**config.mk**
```make
export PLATFORM = sky130hd
export DESIGN_NAME = timer_mmio_responder
export DESIGN_NICKNAME = d
export VERILOG_FILES = /design/src/rtl/timer_mmio_responder.sv
export SDC_FILE = /design/constraint.sdc
export NUM_CORES = 1
export LEC_CHECK = 0
export CAP_MARGIN = 20
export CORE_UTILIZATION = 53
export DETAILED_ROUTE_END_ITERATION = 10
export PLACE_DENSITY_LB_ADDON = 0.08
export SYNTH_ARGS = -nofsm -noshare
export SYNTH_HDL_FRONTEND = slang
export SYNTH_SLANG_ARGS = --single-unit
```
**constraint.sdc**
```tcl
create_clock -name Clk -period 2.59 [get_ports Clk]
set_clock_uncertainty 0.15 [all_clocks]
set_input_delay 0.259 -clock Clk [delete_from_list [all_inputs] [get_ports Clk]]
set_output_delay 0.259 -clock Clk [all_outputs]
set_load 0.03 [all_outputs]
```
**src/rtl/timer_mmio_responder.sv**
```systemverilog
// rtl/timer_mmio_responder.sv - memory-mapped prescaled timer with compare, overflow and irq
// Define TIMER_CAPTURE_EN to add the Capture input, CAPTURE register (offset 4) and STATUS.cap.
module timer_mmio_responder #(
  parameter logic [31:0] BASE_ADDR = 32'h0000_0400,
  parameter int unsigned PRESCALE  = 4
) (
  input  logic        Clk,
  input  logic        Reset,
  input  logic [31:0] Address,
  input  logic        Wr,
  input  logic [31:0] Datain,
`ifdef TIMER_CAPTURE_EN
  input  logic        Capture,
`endif
  output logic [31:0] Dataout,
  output logic        Hit,
  output logic        Irq
);

  typedef enum logic {IDLE = 1'b0, RUN = 1'b1} state_t;

  localparam logic [15:0] PMAX = 16'(PRESCALE - 1);

  state_t      state_q, state_d;
  logic        ar_q, ar_d;
  logic        ie_q, ie_d;
  logic [15:0] pcnt_q, pcnt_d;
  logic [31:0] count_q, count_d;
  logic [31:0] cmp_q, cmp_d;
  logic        match_q, match_d;
  logic        ovf_q, ovf_d;
  logic [31:0] dout_q, dout_d;
  logic        hit_q;

  logic        sel;
  logic [2:0]  off;
  logic        wr_ctrl, wr_count, wr_cmp, wr_status;
  logic        en, tick;
  logic [31:0] rdata;
  logic        cap_flag;
  logic [31:0] cap_val;
  logic        addr_unused;

  assign sel         = (Address[31:5] == BASE_ADDR[31:5]);
  assign off         = Address[4:2];
  assign addr_unused = ^Address[1:0];
  assign wr_ctrl     = sel & Wr & (off == 3'd0);
  assign wr_count    = sel & Wr & (off == 3'd1);
  assign wr_cmp      = sel & Wr & (off == 3'd2);
  assign wr_status   = sel & Wr & (off == 3'd3);
  assign en          = (state_q == RUN);
  assign tick        = en & (pcnt_q == PMAX);

  always_comb begin
    state_d = state_q;
    ar_d    = ar_q;
    ie_d    = ie_q;
    cmp_d   = cmp_q;
    count_d = count_q;
    pcnt_d  = pcnt_q;
    match_d = match_q;
    ovf_d   = ovf_q;

    if (wr_ctrl) begin
      state_d = Datain[0] ? RUN : IDLE;
      ar_d    = Datain[1];
      ie_d    = Datain[2];
    end
    if (wr_cmp) cmp_d = Datain;
    if (wr_status) begin
      match_d = match_q & ~Datain[0];
      ovf_d   = ovf_q & ~Datain[1];
    end

    if (!en || wr_count || tick) pcnt_d = 16'd0;
    else                         pcnt_d = pcnt_q + 16'd1;

    // A COUNT write discards a coincident tick; flag sets override W1C.
    if (wr_count) begin
      count_d = Datain;
    end else if (tick) begin
      count_d = ((count_q == cmp_q) && ar_q) ? 32'd0 : count_q + 32'd1;
      if (count_q == cmp_q) match_d = 1'b1;
      if (&count_q)         ovf_d   = 1'b1;
    end
  end

`ifdef TIMER_CAPTURE_EN
  logic        cap_prev_q;
  logic        cap_q, cap_d;
  logic [31:0] capture_q, capture_d;

  always_comb begin
    cap_d     = cap_q;
    capture_d = capture_q;
    if (wr_status) cap_d = cap_q & ~Datain[2];
    if (Capture && !cap_prev_q) begin
      cap_d     = 1'b1;
      capture_d = count_q;
    end
  end

  always_ff @(posedge Clk) begin
    if (Reset) begin
      cap_prev_q <= 1'b0;
      cap_q      <= 1'b0;
      capture_q  <= 32'd0;
    end else begin
      cap_prev_q <= Capture;
      cap_q      <= cap_d;
      capture_q  <= capture_d;
    end
  end

  assign cap_flag = cap_q;
  assign cap_val  = capture_q;
`else
  assign cap_flag = 1'b0;
  assign cap_val  = 32'd0;
`endif

  always_comb begin
    rdata = 32'd0;
    case (off)
      3'd0:    rdata = {29'd0, ie_q, ar_q, en};
      3'd1:    rdata = count_q;
      3'd2:    rdata = cmp_q;
      3'd3:    rdata = {29'd0, cap_flag, ovf_q, match_q};
      3'd4:    rdata = cap_val;
      default: rdata = 32'd0;
    endcase
    dout_d = (sel && !Wr) ? rdata : 32'd0;
  end

  always_ff @(posedge Clk) begin
    if (Reset) begin
      state_q <= IDLE;
      ar_q    <= 1'b0;
      ie_q    <= 1'b0;
      pcnt_q  <= 16'd0;
      count_q <= 32'd0;
      cmp_q   <= 32'd0;
      match_q <= 1'b0;
      ovf_q   <= 1'b0;
      dout_q  <= 32'd0;
      hit_q   <= 1'b0;
    end else begin
      state_q <= state_d;
      ar_q    <= ar_d;
      ie_q    <= ie_d;
      pcnt_q  <= pcnt_d;
      count_q <= count_d;
      cmp_q   <= cmp_d;
      match_q <= match_d;
      ovf_q   <= ovf_d;
      dout_q  <= dout_d;
      hit_q   <= sel;
    end
  end

  assign Dataout = dout_q;
  assign Hit     = hit_q;
  assign Irq     = ie_q & (match_q | ovf_q | cap_flag);

endmodule

```
### Yosys cells after proc, flatten, opt, wreduce, memory -nomap -nowiden

Index checks and enable logic that the tools add are counted.
Widths: inputs -> output; s select.

| word-level totals | value |
|---|---|
| register bits after elaboration | 118 |
| bits in latches | 0 |
| bits in writable memories | 0 |
| memory bits (read-only) | 0 |
| input port bits | 67 |
| output and inout port bits | 34 |
| logic and storage cells | 55 |
| memories kept | 0 |

| operators by class | value |
|---|---|
| add/subtract/negate cells | 2 |
| multipliers | 0 |
| divide/modulo/power cells | 0 |
| magnitude comparators | 0 |
| equal/unequal tests | 6 |
| shift-type cells | 0 |
| multiplexer cells | 13 |
| bitwise operators | 13 |
| reduce and logical (&&, ||, !) cells | 11 |

Operator list:

| kind | number |
|---|---|
| $pmux 32 s4 | 1 |
| $mux 32 | 3 |
| $add 32x1->32 const B | 1 |
| $eq 32x32->1 | 1 |
| $reduce_and 32->1 | 1 |
| $eq 27x6->1 const B | 1 |
| $add 16x1->16 const B | 1 |
| $eq 16x2->1 const B | 1 |
| $and 1x1->1 | 9 |
| $mux 1 | 9 |
| $eq 3x2->1 const B | 2 |
| $reduce_or 2->1 | 2 |
| $eq 3x1->1 const B | 1 |
| $logic_not 3->1 | 1 |
| $not 1->1 | 3 |
| $logic_and 1x1->1 | 2 |
| $logic_not 1->1 | 2 |
| $logic_or 1x1->1 | 2 |
| $reduce_bool 2->1 | 1 |
| $or 1x1->1 | 1 |

### Logic depth before layout (Yosys ltp)

Gate-level depths: netlist of run 1.

| logic depth | value |
|---|---|
| word-level depth | 7 |
| mapped depth | 9 |
| mapped depth without buffers | 7 |

### Worst setup path after synthesis of run 1

OpenSTA, ideal clock, no wires.

| timing path | value |
|---|---|
| path type | flip-flop to flip-flop |
| from | register pcnt_q[0] |
| to | register count_q[18] |
| library setup time | 119 ps |
| arrival time | 2070 ps |
| required time | 2321 ps |
| path slack | 251 ps |
| stages on the path, launching flop included | 10 |
| path buffers | 2 |
| clock period less this slack | 2339 ps |
| cell sequence | dfxtp_1 ha_1 nor4b_1 and4_1 clkbuf_1 a21oi_1 buf_2 nor4_2 xnor2_1 o21ai_1 |

| on the way | value |
|---|---|
| longest elaborated chain between the ends | 3 |

RTL lines:

| what | RTL line | text |
|---|---|---|
| start, declared | 27 | `logic [15:0] pcnt_q, pcnt_d;` |
| start signal, assigned | 151 | `pcnt_q <= pcnt_d;` |
| $eq 16x2->1 | 52 | `assign tick = en & (pcnt_q == PMAX);` |
| $and 1x1->1 | 52 |  |
| $reduce_bool 2->1 (no line) | -- |  |
| end signal, assigned | 152 | `count_q <= count_d;` |
| end, declared | 28 | `logic [31:0] count_q, count_d;` |

Every way passes these cells.
A chain may end at the register's enable or synchronous reset.

### Worst setup path after layout of run 1

| timing path | value |
|---|---|
| from | register count_q[15] |
| to | register count_q[26] |

| on the way | value |
|---|---|
| longest elaborated chain between the ends | 5 |
| elaborated cells between the ends (all ways) | 6 |
| those cells by class | add/sub: 1; eq/ne: 1; mux: 3; reduce/logical: 1 |

RTL lines:

| what | RTL line | text |
|---|---|---|
| branches (longest 2 deep; another with $add 32x1->32) | -- |  |
| $mux 32 * | 82 | `count_d = ((count_q == cmp_q) && ar_q) ? 32'd0 : count_q + 32'd1;` |
| $mux 32 * | 81 | `end else if (tick) begin` |
| $mux 32 * | 79 | `if (wr_count) begin` |

Every way passes the cells marked *. The select of a mux whose other input is x is not followed.

==> impl_results.md, run 1 <==
* Setup crit start kind: register
* Root Driver: clkbuf_8
* CTS clock-pin slew for the worst setup and hold paths at around 0.06 ns
* Synth Flop Type: dfxtp_1
* Seq cells post-synth at 118
* Clock H-tree levels at 4
* Remaining DRCs at 0
* CP max stage cell: or4_1
* Arr. time, crit path at roughly 2.8 ns
* Setup CP Type: reg2reg
* Tcrit/Tclk final at 0.963
* Slowest stage delay, CP at around 0.50 ns
* HP Class: in2reg
* Gr usage total at 0.302
* Grt ovf at 0
* Number of distinct library cells after synthesis at 52
* Vias in the first global route at around 5200
* CTS tree: done
* I/O pin count at 101
* # nets final at approximately 850
* Synth warnings at 0
* Initial antenna violation count at 0
* Post-Syn Nets at 725
* Core footprint at just over 10000 um2
* WP data required at between 2 and 3 ns
* N_diodes at 0
* Die height at between 100 and 150 um
* Relative slew slack at 0.547
* Initial Util at 0.547
* Detailed Route WL at 16.2 mm
* Mapped Area at between 5000 and 6000 um2
* Largest net degree at the start of global routing at 36
* Worst Path Max Fanout at 5
* Reg2reg path depth at 7
* Final TNS setup at 0 ns
* DPL Wire Length at around 12 mm
* Die width at approximately 110 um
* FFs w/ async S/R, synth at 0
* # hold bufs at CTS at 0
* Most frequent cells in the layout: dfxtp_1, nor2_1, clkdlybuf4s50_1
* Via count at 5402
* Fillers at a little under 800
* Placed cell area at between 7000 and 8000 um2
* Post-route ant nets at 0
* Commonest non-fill, non-tap cell in the layout: dfxtp_1
* Post-synthesis sequential area ratio at 0.416
* Tmin final at around 2.5 ns
* Clock latency on the worst-skew pair at between 0.5 and 0.6 ns
* Static leakage at roughly 2.6 nW
* PortBufs at slightly below 100
* Outcome: finished clean
* TritonCTS Buffers at 17
* Design area at ~8000 um2
* WHS Path Cells at 2
* Die area at roughly 11000 um2
* Via density at a little under 6
* Row count at 37
* Max clock buf depth at 2
* Final-report hold violation count at 0
* Crit-path cells: nand3_1 -> nor4_2 -> buf_4 -> nand4_1 -> or4_1 -> a2111oi_1 -> or2_2
* Worst-Margin Slew at 0.679 ns
* Avg Inst Size Synth at 8.65 um2
* Setup-failing EPs final at 0
* Post-Syn Instances at 656
* Max Clock Freq at about 400 MHz
* Area growth syn-to-layout at 37.4%
* Length of the first detailed-routing pass in iterations at 5
* Max Slew Vio Count at 0
* P per Cell Area at around 600 nW/um2
* EDFF count, synth at 0
* Share of cells above drive strength 1 at 0.134
* Post-DR wirelength/cell at ~17 um
* Maximum vdd drop at about 0.62 mV
* Final Wtd Congestion at ~0.93
* Iter 0 DRT Violations at 367
* First-pass GRT wire length at around 26 mm
* CTS sink count at ~120
* Post-layout power at roughly 4.7 mW
* Max-cap check violation count at 0
* Crit end category: register
-- synthesized netlist by cell type (3+ instances only) --
cell | instances | area, um2
mux2i_1 | 37 | 370
nor3_1 | 12 | 60.1
buf_2 | 8 | 40.0
xnor2_1 | 59 | 517
or4_1 | 7 | 52.6
a211oi_1 | 11 | 82.6
clkbuf_1 | 33 | 124
o21ai_1 | 4 | 20.0
xor2_1 | 9 | 78.8
or2_2 | 5 | 31.3
nor3b_1 | 3 | 22.5
nand3_1 | 17 | 85.1
inv_1 | 13 | 48.8
nor2_1 | 100 | 375
nand4_1 | 22 | 138
nor4_1 | 14 | 87.6
nand2_1 | 56 | 210
a22oi_1 | 29 | 218
a21oi_1 | 11 | 55.1
dfxtp_1 | 118 | 2360
o21bai_1 | 4 | 30.0
nor4_2 | 4 | 50.1
and3_1 | 12 | 75.1
nor4b_1 | 5 | 43.8
or3_1 | 4 | 25.0
o41ai_1 | 4 | 35.0
o21ai_0 | 19 | 95.1
buf_4 | 3 | 22.5
-- worst max-delay path: cells and delay by family (launching register included) --
family / cells / cell delay, ns
buf+inv: 1 / 0.16
simple gates: 5 / 1.26
compound gates: 1 / 0.45
flops: 1 / 0.43
-- cells by family (layout without fill, tap and decap cells) --
family | count (synthesis) | count (layout) | synth area share
simple gates | 275 | 275 | 0.248
flops | 118 | 118 | 0.416
compound gates | 96 | 96 | 0.114
xor+xnor | 68 | 68 | 0.105
buf+inv | 59 | 195 | 0.0432
mux | 38 | 38 | 0.0692
fa+ha+maj | 2 | 2 | 0.00441
-- area by class of cell --
class	instances	area [um2]	share of cell area
clock inverters	7	140	0.0180
clock buffers	24	500	0.0642
well taps	136	170	0.0218
multi-input cells	479	3100	0.398
flip-flops and latches	118	2360	0.303
repair buffers	151	1470	0.189
inverters	13	48.8	0.00626
-- final timing paths --
kind | slack [ns] | to | from
max | 0.1 | count_q[26]$_SDFFE_PP0P_ | count_q[15]$_SDFFE_PP0P_
min | 0.11 | en$_SDFFE_PP0P_ | Reset
max reg2reg | 0.1 | count_q[26]$_SDFFE_PP0P_ | count_q[15]$_SDFFE_PP0P_
min reg2reg | 0.33 | pcnt_q[0]$_SDFF_PP0_ | pcnt_q[0]$_SDFF_PP0_
-- sequential cells by signal, summed over array words and instances, names as in the netlist --
register / flops
Dataout: 32
en: 1
ar_q: 1
ovf_q: 1
cmp_q: 32
ie_q: 1
Hit: 1
match_q: 1
pcnt_q: 16
count_q: 32
-- where the power goes --
group	switching, mW	internal (mW)
clock network	0.832	1.71
registers	0.0190	1.83
logic	0.123	0.158
-- per-layer routing --
| layer | vias up | wire length (um) | track usage |
|---|---|---|---|
| li1 | 2558 | - | - |
| met1 | 2578 | 6640 | 0.360 |
| met2 | 229 | 7970 | 0.509 |
| met3 | 37 | 1070 | 0.0835 |
| met4 | 0 | 497 | 0.130 |
| met5 | - | 0 | 0 |
-- through the flow --
| step | instances | hold WS [ns] | utilization | worst slack [ns] |
|---|---|---|---|---|
| finish | 928 | 0.112 | 0.752 | 0.0966 |
| global route | 928 | 0.121 | 0.752 | -0.00203 |
| CTS | 928 | 0.104 | 0.750 | 0.0876 |
| detailed placement | 897 | 0.341 | 0.688 | -0.256 |
| global placement | 897 | 0.290 | 0.688 | -0.227 |
| floorplan | 656 | 0.199 | - | 0.251 |
-- repair_timing --
action	in CTS	in global routing
endpoints found under the setup margin	0	7
setup buffers	0	0
resized for setup	0	5
Power figures use the tool's default switching activity.
==> inputs of run 2 (changes only) <==
--- a/config.mk
+++ b/config.mk
@@ -5,10 +5,10 @@
 export SDC_FILE = /design/constraint.sdc
 export NUM_CORES = 1
 export LEC_CHECK = 0
-export CAP_MARGIN = 20
+export CAP_MARGIN = 30
 export CORE_UTILIZATION = 53
 export DETAILED_ROUTE_END_ITERATION = 10
-export PLACE_DENSITY_LB_ADDON = 0.08
+export PLACE_DENSITY = 0.8
 export SYNTH_ARGS = -nofsm -noshare
 export SYNTH_HDL_FRONTEND = slang
 export SYNTH_SLANG_ARGS = --single-unit
==> constraint.sdc (replaced) <==
create_clock -name Clk -period 2.59 [get_ports Clk]
set_clock_uncertainty 0.15 [all_clocks]
set_input_delay 0.3885 -clock Clk [delete_from_list [all_inputs] [get_ports Clk]]
set_output_delay 0.3885 -clock Clk [all_outputs]
set_load 0.03 [all_outputs]
==> run 2 against run 1 <==
Effect of this change: non-clock buffer count up 2; sequential power about the same; design area down 0.75%; highest routed layer unchanged.
==> impl_results.md, run 2 (synthesis results as in run 1) <==
* Outcome: finished clean (unchanged)
* Remaining DRCs at 0 (unchanged)
* CTS sink count at 118 (unchanged)
* Worst-Margin Slew at 0.537 ns (was 0.679 ns)
* Detailed Route WL at 16.7 mm (was 16.2 mm)
* TritonCTS Buffers at 17 (unchanged)
* Maximum vdd drop at 0.371 mV (was 0.617 mV)
* Max Clock Freq at 399 MHz (was 401 MHz)
* Sequential Power Share at 0.419 (was 0.396)
* Design area at 7740 um2 (was 7800 um2)
* Post-DR wirelength/cell at 18.0 um (was 17.4 um)
* Internal power at 3.41 mW (was 3.70 mW)
* Max clock buf depth at 2 (unchanged)
* Net Sw Frac at 0.229 (was 0.209)
* FF-to-FF setup slack at 0.08 ns (was 0.1 ns)
* Max-cap check violation count at 0 (unchanged)
* Clock latency on the worst-skew pair at 0.52 ns (was 0.53 ns)
* HP Class: in2reg (unchanged)
* Via density at 5.97 (was 5.82)
* Area growth syn-to-layout at 36.4% (was 37.4%)
* Post-route ant nets at 0 (unchanged)
* Final Wtd Congestion at 0.926 (was 0.930)
* Max Slew Vio Count at 0 (unchanged)
* Die width at 105 um (unchanged)
* Row count at 37 (unchanged)
* Combinational power share at 0.067 (was 0.060)
* I/O pin count at 101 (unchanged)
* N_diodes at 0 (unchanged)
* Net Switching at 1.01 mW (was 0.975 mW)
* CTS tree: done (unchanged)
* Initial Util at 0.547 (unchanged)
* WP data required at 2.90 ns (was 2.91 ns)
* R2R Path Start: count_q[5]$_SDFFE_PP0P_ (was count_q[15]$_SDFFE_PP0P_)
* Worst Path Max Fanout at 6 (was 5)
* Dpl ws at -0.337 ns (was -0.256 ns)
* Initial antenna violation count at 0 (unchanged)
* Die area at 11100 um2 (unchanged)
* Root Driver: clkbuf_8 (unchanged)
* Clock H-tree levels at 4 (unchanged)
* Largest net degree at the start of global routing at 32 (was 36)
* Setup crit start kind: register (unchanged)
* Reg-to-Reg End: count_q[19]$_SDFFE_PP0P_ (was count_q[26]$_SDFFE_PP0P_)
* Share of cells above drive strength 1 at 0.145 (was 0.134)
* Commonest non-fill, non-tap cell in the layout: dfxtp_1 (unchanged)
* Grt ovf at 0 (unchanged)
* Placed cell area at 7130 um2 (about the same)
* Non-Filler Instances at 930 (was 928)
* Setup CP Type: reg2reg (unchanged)
* Crit end category: register (unchanged)
* Crit path capture: count_q[19]$_SDFFE_PP0P_ (was count_q[26]$_SDFFE_PP0P_)
* Clock share of power at 0.515 (was 0.544)
* Reg2reg path depth at 6 (was 7)
* Setup WS post-layout at 0.0837 ns (was 0.0966 ns)
* Vias in the first global route at 5497 (was 5242)
* First-pass GRT wire length at 26.9 mm (was 26.0 mm)
* # nets final at 851 (was 849)
* PortBufs at 98 (unchanged)
* Setup-failing EPs final at 0 (unchanged)
* Tcrit/Tclk final at 0.968 (was 0.963)
* Static leakage at 2.55 nW (was 2.58 nW)
* Core footprint at 10400 um2 (unchanged)
* Relative slew slack at 0.642 (was 0.547)
* Tmin final at 2.51 ns (was 2.49 ns)
* Iter 0 DRT Violations at 441 (was 367)
* Via count at 5554 (was 5402)
* Arr. time, crit path at 2.81 ns (was 2.82 ns)
* Die height at 105 um (unchanged)
* Final-report hold violation count at 0 (unchanged)
* Gr usage total at 0.309 (was 0.302)
* DPL Wire Length at 11.6 mm (was 11.5 mm)
* Placed insts at 898 (was 897)
* CTS clock-pin slew for the worst setup and hold paths at 0.06 ns (about the same)
* Most frequent cells in the layout: dfxtp_1, nor2_1, clkdlybuf4s50_1 (unchanged)
* Length of the first detailed-routing pass in iterations at 5 (unchanged)
* P per Cell Area at 571 nW/um2 (was 600 nW/um2)
* Worst setup path start: count_q[5]$_SDFFE_PP0P_ (was count_q[15]$_SDFFE_PP0P_)
run 2: cell count changes in the layout (fill, tap and decap cells not counted), moves of 2 or more:
cell,change
dfxtp_1,-4
clkinv_2,+2
inv_6,+2
clkbuf_8,-4
buf_4,+3
clkinv_4,+2
bufinv_16,-2
dfxtp_2,+4
run 2: how the worst min path moves through the flow:
| stage | startpoint | end | slack [ns] | cells past startpoint |
|---|---|---|---|---|
| global route | Reset | cmp_q[27]$_SDFFE_PP0P_ | 0.18 | 2 |
| floorplan | pcnt_q[0]$_SDFF_PP0_ | pcnt_q[0]$_SDFF_PP0_ | 0.28 | 1 |
| finish | Reset | cmp_q[27]$_SDFFE_PP0P_ | 0.19 | 2 |
| detailed placement | match_q$_SDFF_PP0_ | match_q$_SDFF_PP0_ | 0.33 | 2 |
| CTS | Reset | cmp_q[30]$_SDFFE_PP0P_ | 0.17 | 2 |
| global placement | match_q$_SDFF_PP0_ | match_q$_SDFF_PP0_ | 0.33 | 2 |
run 2: per-layer routing:
layer  up-vias  global-route usage  routed length (um)
met4         0               0.141                 655
met3        61              0.0643                1420
li1       2572                   -                   -
met2       311               0.537                8250
met5         -                   0                   0
met1      2610               0.364                6410
run 2: final cells by class:
type | instances | area (um2)
multi-input combinational | 479 | 3100
fill | 772 | 2630
tap | 136 | 170
sequential | 118 | 2370
clock buffer | 20 | 445
timing repair buffer | 153 | 1480
inverter | 13 | 48.8
clock inverter | 11 | 125
run 2: repair_timing:
action	CTS	global route
hold buffers	0	0
setup buffers	0	1
endpoints found under the setup margin	1	7
pin swaps	1	1
gates resized for setup	1	10
run 2: power by group through the flow:
stage | Sequential (mW) | Clock, mW | Combinational [mW]
after floorplan | 1.88 | 0 | 0.112
after CTS | 1.85 | 2.28 | 0.286
after global placement | 1.89 | 0 | 0.273
after detailed placement | 1.89 | 0 | 0.281
final | 1.85 | 2.27 | 0.294
after global routing | 1.85 | 2.36 | 0.308
run 2: stage by stage:
step                       util  hold slack, ns  TNS [ns]  total power [mW]
after floorplan               -           0.276         0              1.99
after global placement    0.687           0.334     -9.67              2.16
after detailed placement  0.687           0.329    -14.72              2.17
after CTS                 0.743           0.174         0              4.41
after global routing      0.746           0.177   -0.0359              4.52
final                     0.746           0.193         0              4.42
run 2: worst max-delay path, cell delays in order, from the launching register on:
cell and delay, ns:
dfxtp_2 0.40, nand4_2 0.22, or4_4 0.61, or3_1 0.36, or3_1 0.32, a211oi_1 0.25
or2_1 0.14
==> inputs of run 3 (changes only) <==
--- a/config.mk
+++ b/config.mk
@@ -6,9 +6,9 @@
 export NUM_CORES = 1
 export LEC_CHECK = 0
 export CAP_MARGIN = 30
-export CORE_UTILIZATION = 53
+export CORE_UTILIZATION = 57
 export DETAILED_ROUTE_END_ITERATION = 10
-export PLACE_DENSITY = 0.8
+export PLACE_DENSITY = 0.86
 export SYNTH_ARGS = -nofsm -noshare
 export SYNTH_HDL_FRONTEND = slang
 export SYNTH_SLANG_ARGS = --single-unit
==> constraint.sdc (replaced) <==
create_clock -name Clk -period 3.1 [get_ports Clk]
set_clock_uncertainty 0.15 [all_clocks]
set_input_delay 0.465 -clock Clk [delete_from_list [all_inputs] [get_ports Clk]]
set_output_delay 0.465 -clock Clk [all_outputs]
set_load 0.03 [all_outputs]
==> run 3 against run 2 <==
Effect of this change: global-route usage rose by 2.4 points; core utilization up 2.2 points; die area fell by 6.9%; flip-flop and latch count did not move; critical endpoint is now count_q[26]$_SDFFE_PP0P_; largest power group unchanged.
==> impl_results.md, run 3 (synthesis results as in run 1) <==
* RSZ-0062 raised after global routing: false
* Row count at 36 (was 37)
* Worst Path Max Fanout at 7 (was 6)
* Tcrit/Tclk final at 0.897 (was 0.968)
* FF-to-FF setup slack at 0.32 ns (was 0.08 ns)
* Final TNS setup at 0 ns (unchanged)
* Max Clock Freq at 360 MHz (was 399 MHz)
* Crit end category: register (unchanged)
* Clock H-tree levels at 4 (unchanged)
* HP Class: in2reg (unchanged)
* Post-DR wirelength/cell at 18.1 um (was 18.0 um)
* Initial antenna violation count at 0 (unchanged)
* I/O pin count at 101 (unchanged)
* CP top delay family: simple AND/OR/NAND/NOR gates (unchanged)
* First-pass GRT wire length at 26.2 mm (was 26.9 mm)
* Internal power at 2.81 mW (was 3.41 mW)
* Post-layout power at 3.69 mW (was 4.42 mW)
* Setup-failing EPs final at 0 (unchanged)
* Die width at 102 um (was 105 um)
* Reg-to-Reg End: count_q[26]$_SDFFE_PP0P_ (was count_q[19]$_SDFFE_PP0P_)
* Most frequent cells in the layout: dfxtp_1, nor2_1, clkdlybuf4s50_1 (unchanged)
* Post-route ant nets at 0 (unchanged)
* CTS sink count at 118 (unchanged)
* Fin Hold WS at 0.308 ns (was 0.193 ns)
* Setup crit start kind: register (unchanged)
* Area growth syn-to-layout at 31.7% (was 36.4%)
* Remaining DRCs at 0 (unchanged)
* CTS tree: done (unchanged)
* Iter 0 DRT Violations at 400 (was 441)
* Relative slew slack at 0.536 (was 0.642)
* CP dominant cell by count: nand4_1 (was or3_1)
* Combinational power share at 0.058 (was 0.067)
* Share of cells above drive strength 1 at 0.104 (was 0.145)
* Via density at 6.07 (was 5.97)
* WP data required at 3.41 ns (was 2.90 ns)
* Hold endpoint: ar_q$_SDFFE_PP0P_ (was cmp_q[27]$_SDFFE_PP0P_)
* R2R Path Start: count_q[16]$_SDFFE_PP0P_ (was count_q[5]$_SDFFE_PP0P_)
* Slowest stage delay, CP at 0.50 ns (was 0.61 ns)
* Setup CP Type: reg2reg (unchanged)
* Detailed Route WL at 16.3 mm (was 16.7 mm)
* # nets final at 824 (was 851)
* Net Sw Frac at 0.239 (was 0.229)
* Crit-path cells: nand4_1 -> nor4_1 -> nand4_1 -> or4_1 -> a2111oi_0 -> or2_2 (was nand4_2 -> or4_4 -> or3_1 -> or3_1 -> a211oi_1 -> or2_1)
* Worst Path Buf+Inv at 0 (unchanged)
* Max clock buf depth at 2 (unchanged)
* Die area at 10400 um2 (was 11100 um2)
* P per Cell Area at 494 nW/um2 (was 571 nW/um2)
* Die height at 102 um (was 105 um)
* Grt ovf at 0 (unchanged)
* Max-cap check violation count at 0 (unchanged)
* Via count at 5469 (was 5554)
* N_diodes at 0 (unchanged)
* Setup WS post-layout at 0.320 ns (was 0.0837 ns)
* Static leakage at 2.39 nW (was 2.55 nW)
* Largest net degree at the start of global routing at 32 (unchanged)
* Clock share of power at 0.521 (was 0.515)
* Clock latency on the worst-skew pair at 0.51 ns (was 0.52 ns)
* Outcome: finished clean (unchanged)
* WHS Path Cells at 2 (unchanged)
* Final-report hold violation count at 0 (unchanged)
* Dpl ws at 0.0611 ns (was -0.337 ns)
* Initial Util at 0.583 (was 0.547)
* Hold Path Origin: Reset (unchanged)
* Final Wtd Congestion at 0.930 (was 0.926)
* Gr usage total at 0.332 (was 0.309)
* Root Driver: clkbuf_8 (unchanged)
* TritonCTS Buffers at 17 (unchanged)
* Tmin final at 2.78 ns (was 2.51 ns)
* Maximum vdd drop at 0.366 mV (was 0.371 mV)
* Worst-Margin Slew at 0.689 ns (was 0.537 ns)
* PostCTS Resize Cnt at 0 (was 1)
* Net Switching at 0.884 mW (was 1.01 mW)
* CP max stage cell: or4_1 (was or4_4)
* Length of the first detailed-routing pass in iterations at 6 (was 5)
* # hold bufs at CTS at 0 (unchanged)
* Core footprint at 9730 um2 (was 10400 um2)
* PortBufs at 98 (unchanged)
* CTS clock-pin slew for the worst setup and hold paths at 0.06 ns (about the same)
* Max Slew Vio Count at 0 (unchanged)
* DPL Wire Length at 11.2 mm (was 11.6 mm)
* Vias in the first global route at 5403 (was 5497)
* Reg2reg path depth at 6 (unchanged)
* Arr. time, crit path at 3.09 ns (was 2.81 ns)
* Sequential Power Share at 0.420 (was 0.419)
* Commonest non-fill, non-tap cell in the layout: dfxtp_1 (unchanged)
-- run 3: changes by cell type in the layout (fill, tap and decap cells not counted), sizes merged --
cell,previous run,this run
inv,15,19
buf,56,29
clkbuf,20,17
clkinvlp,2,3
clkinv,5,4
-- run 3: layout make-up --
class	count	area, um2
Sequential cell	118	2360
Tap cell	133	166
Fill cell	672	2260
Inverter	13	48.8
Clock inverter	15	168
Multi-Input combinational cell	479	3080
Clock buffer	17	414
Timing Repair Buffer	126	1240
-- run 3: layer usage --
layer | up-vias | global-route usage | share of wire
met5 | - | 0 | 0
met4 | 0 | 0.182 | 0.049
met3 | 73 | 0.0607 | 0.079
met2 | 317 | 0.578 | 0.49
met1 | 2573 | 0.387 | 0.38
li1 | 2506 | - | -
-- run 3: power by group through the flow --
| stage | combinational (mW) | clock, mW | sequential, mW |
|---|---|---|---|
| final | 0.214 | 1.92 | 1.55 |
| after global routing | 0.227 | 2.01 | 1.55 |
| after CTS | 0.210 | 1.93 | 1.55 |
| after detailed placement | 0.207 | 0 | 1.58 |
| after global placement | 0.202 | 0 | 1.58 |
| after floorplan | 0.0933 | 0 | 1.57 |
-- run 3: stage by stage --
step,area [um2],util,cells
2_1_floorplan,5670,-,656
6_report,7470,0.768,901
3_3_place_gp,6870,0.706,866
3_5_place_dp,6870,0.706,866
5_1_grt,7470,0.768,901
4_1_cts,7450,0.766,898
-- run 3: how the worst max path moves through the flow --
stage / startpoint / endpoint / depth (start not counted)
global placement: Address[22] / ie_q$_SDFFE_PP0P_ / 8
floorplan: Address[25] / cmp_q[24]$_SDFFE_PP0P_ / 7
finish: count_q[16]$_SDFFE_PP0P_ / count_q[26]$_SDFFE_PP0P_ / 6
CTS: pcnt_q[0]$_SDFF_PP0_ / count_q[26]$_SDFFE_PP0P_ / 6
global route: count_q[16]$_SDFFE_PP0P_ / count_q[26]$_SDFFE_PP0P_ / 6
detailed placement: Address[25] / en$_SDFFE_PP0P_ / 8
-- run 3: repair_timing --
| action | in CTS | in global routing |
|---|---|---|
| hold endpoints to repair | 0 | 0 |
| buffers inserted | 0 | 3 |
| endpoints found under the setup margin | 0 | 1 |
==> variant, RTL diff (config.mk and constraints of run 1) <==
Add an input register stage for `Address`; this delays it by one clock. The other inputs are not delayed to match.
--- a/src/rtl/timer_mmio_responder.sv
+++ b/src/rtl/timer_mmio_responder.sv
@@ -23,2 +23,8 @@
 
+  logic [31:0] Address_q;
+
+  always_ff @(posedge Clk) begin
+    Address_q <= Address;
+  end
+
   state_t      state_q, state_d;
@@ -43,5 +49,5 @@
 
-  assign sel         = (Address[31:5] == BASE_ADDR[31:5]);
-  assign off         = Address[4:2];
-  assign addr_unused = ^Address[1:0];
+  assign sel         = (Address_q[31:5] == BASE_ADDR[31:5]);
+  assign off         = Address_q[4:2];
+  assign addr_unused = ^Address_q[1:0];
   assign wr_ctrl     = sel & Wr & (off == 3'd0);
Check against the original RTL: not equivalent (a bounded check fails within 4 cycles, from zero or initial values and one cycle with Reset high).
==> variant against run 1 <==
The flow now finishes with violations (DRC). Design area is 3.3% higher. Synthesized area is 9.2% higher. Sequential cell count is 30 higher. Worst setup slack better by 47 ps. Total power is 11% higher. Clock power is 6% higher. Routed wire length is 2.7% lower. Critical path type unchanged. Highest routed layer unchanged.
==> variant: results <==
{
  "status": "finished, violations left",
  "violations": "DRC",
  "hp-class": "in2reg",
  "nFillCells": 905,
  "drcViolationCount": 2,
  "yosysUniqueCellTypes": 46,
  "cp.arrival_ps": 2610,
  "cts_htree_levels": 4,
  "yosysWarnings": 0,
  "drt-total-wl_mm": 15.7,
  "clock_path_buffers": 2,
  "worst_ir_drop_vdd_mv": 0.615,
  "crit_slowest_cell": "nor4b_1",
  "cts_setup_buffers": 0,
  "root_buffer": "clkbuf_16",
  "syn-num-nets": 728,
  "grt_pass1_wl_mm": 24.6,
  "reg2reg_slack_ps": 140,
  "antenna_found_initial": 0,
  "path_delay_family": "simple AND/OR/NAND/NOR gates",
  "gp_congestion": 0.867,
  "tightest_slew_ps": 594,
  "ys_top_cells_by_count": "dfxtp_1, nor2_1, xnor2_1",
  "io_buffers": 98,
  "ys_top_cells_by_area": "dfxtp_1, xnor2_1, nor2_1, mux2i_1, xor2_1",
  "ys_seq_area_share_pct": 47.8,
  "cp_max_fo": 19,
  "wl_per_cell_um": 17.1,
  "multi_input_area_um2": 3000,
  "synth_flop_cell": "dfxtp_1",
  "drt-pass1-iter-count": 8,
  "critPathMaxStageDelay_ps": 520,
  "final_nets": 833,
  "drive_gt1_share_pct": 9.91,
  "postCtsHoldBufs": 0,
  "p_leak_nw": 2.73,
  "dr.first_iter.drc_count": 284,
  "netlist_instances": 659,
  "antennaDiodeCount": 0,
  "clkTransAtPathRegs_ps": 60,
  "drt-vias-per-instance": 5.75,
  "grt_pass1_vias": 5058,
  "grt_max_degree": 33,
  "placedCellCount": 888,
  "track_usage_pct": 27.4,
  "dpl.hpwl_mm": 11.0,
  "async_flop_share_pct": 0,
  "cts_resized": 0,
  "clock_latency_ps": 420,
  "p_int_mw": 4.16
}
[variant: changes by cell type after synthesis, moves of 11 or more]
cell and delta:
dfxtp_1 +30, nand2_1 -21, nand3_1 +21, xor2_1 +16
xnor2_1 -11
[variant: worst reg2reg max path, stage by stage (launching register included)]
cell and delay, ps:
dfxtp_1 370, ha_1 220, nor4b_1 520, nand4_2 200
buf_12 220, o21ai_2 90, buf_12 170, nor3b_2 200
xnor2_1 140, o21ai_1 70
[variant: final timing paths]
check / depth (start not counted) / endpoint / start
max: 9 / count_q[17]$_SDFFE_PP0P_ / pcnt_q[0]$_SDFF_PP0_
min: 1 / Address_q[18]$_DFF_P_ / Address[18]
max reg2reg: 9 / count_q[17]$_SDFFE_PP0P_ / pcnt_q[0]$_SDFF_PP0_
min reg2reg: 1 / pcnt_q[0]$_SDFF_PP0_ / pcnt_q[0]$_SDFF_PP0_
[variant: routing by layer]
layer	GRT usage [%]	vias up	part of all wire, %
met4	13.9	0	3.2
met3	6.64	40	8.0
met1	32.4	2490	41
met5	0	-	0
met2	46.0	216	48
li1	-	2542	-
[variant: logic make-up after synthesis]
kind of cell	Yosys count	share of synthesized area, %
xor+xnor	73	10.3
compound gates	81	8.70
simple gates	271	22.5
buf+inv	47	4.10
mux	37	6.18
fa+ha+maj	2	0.404
flops	148	47.8
[variant: power groups by stage]
stage               clock (mW)  sequential, mW  combinational (mW)
floorplan                    0            2.36              0.0436
global placement             0            2.36               0.171
detailed placement           0            2.37               0.172
CTS                       2.72            2.32               0.172
global route              2.82            2.32               0.183
finish                    2.70            2.32               0.173
[variant: metrics by stage]
stage	hold WS [ps]	setup WS, ps	total power, mW	area [um^2]
floorplan	137	509	2.40	6200
global placement	288	303	2.53	7400
detailed placement	303	268	2.54	7400
CTS	116	160	5.21	8050
global route	120	11.5	5.32	8050
finish	127	144	5.19	8050
[variant: cell type report]
class | instances | share of cell area, %
multi-input cells | 464 | 37.2
flip-flops and latches | 148 | 36.8
repair buffers | 124 | 15.2
clock buffers | 19 | 5.62
clock inverters | 13 | 2.55
well taps | 143 | 2.22
inverters | 9 | 0.419
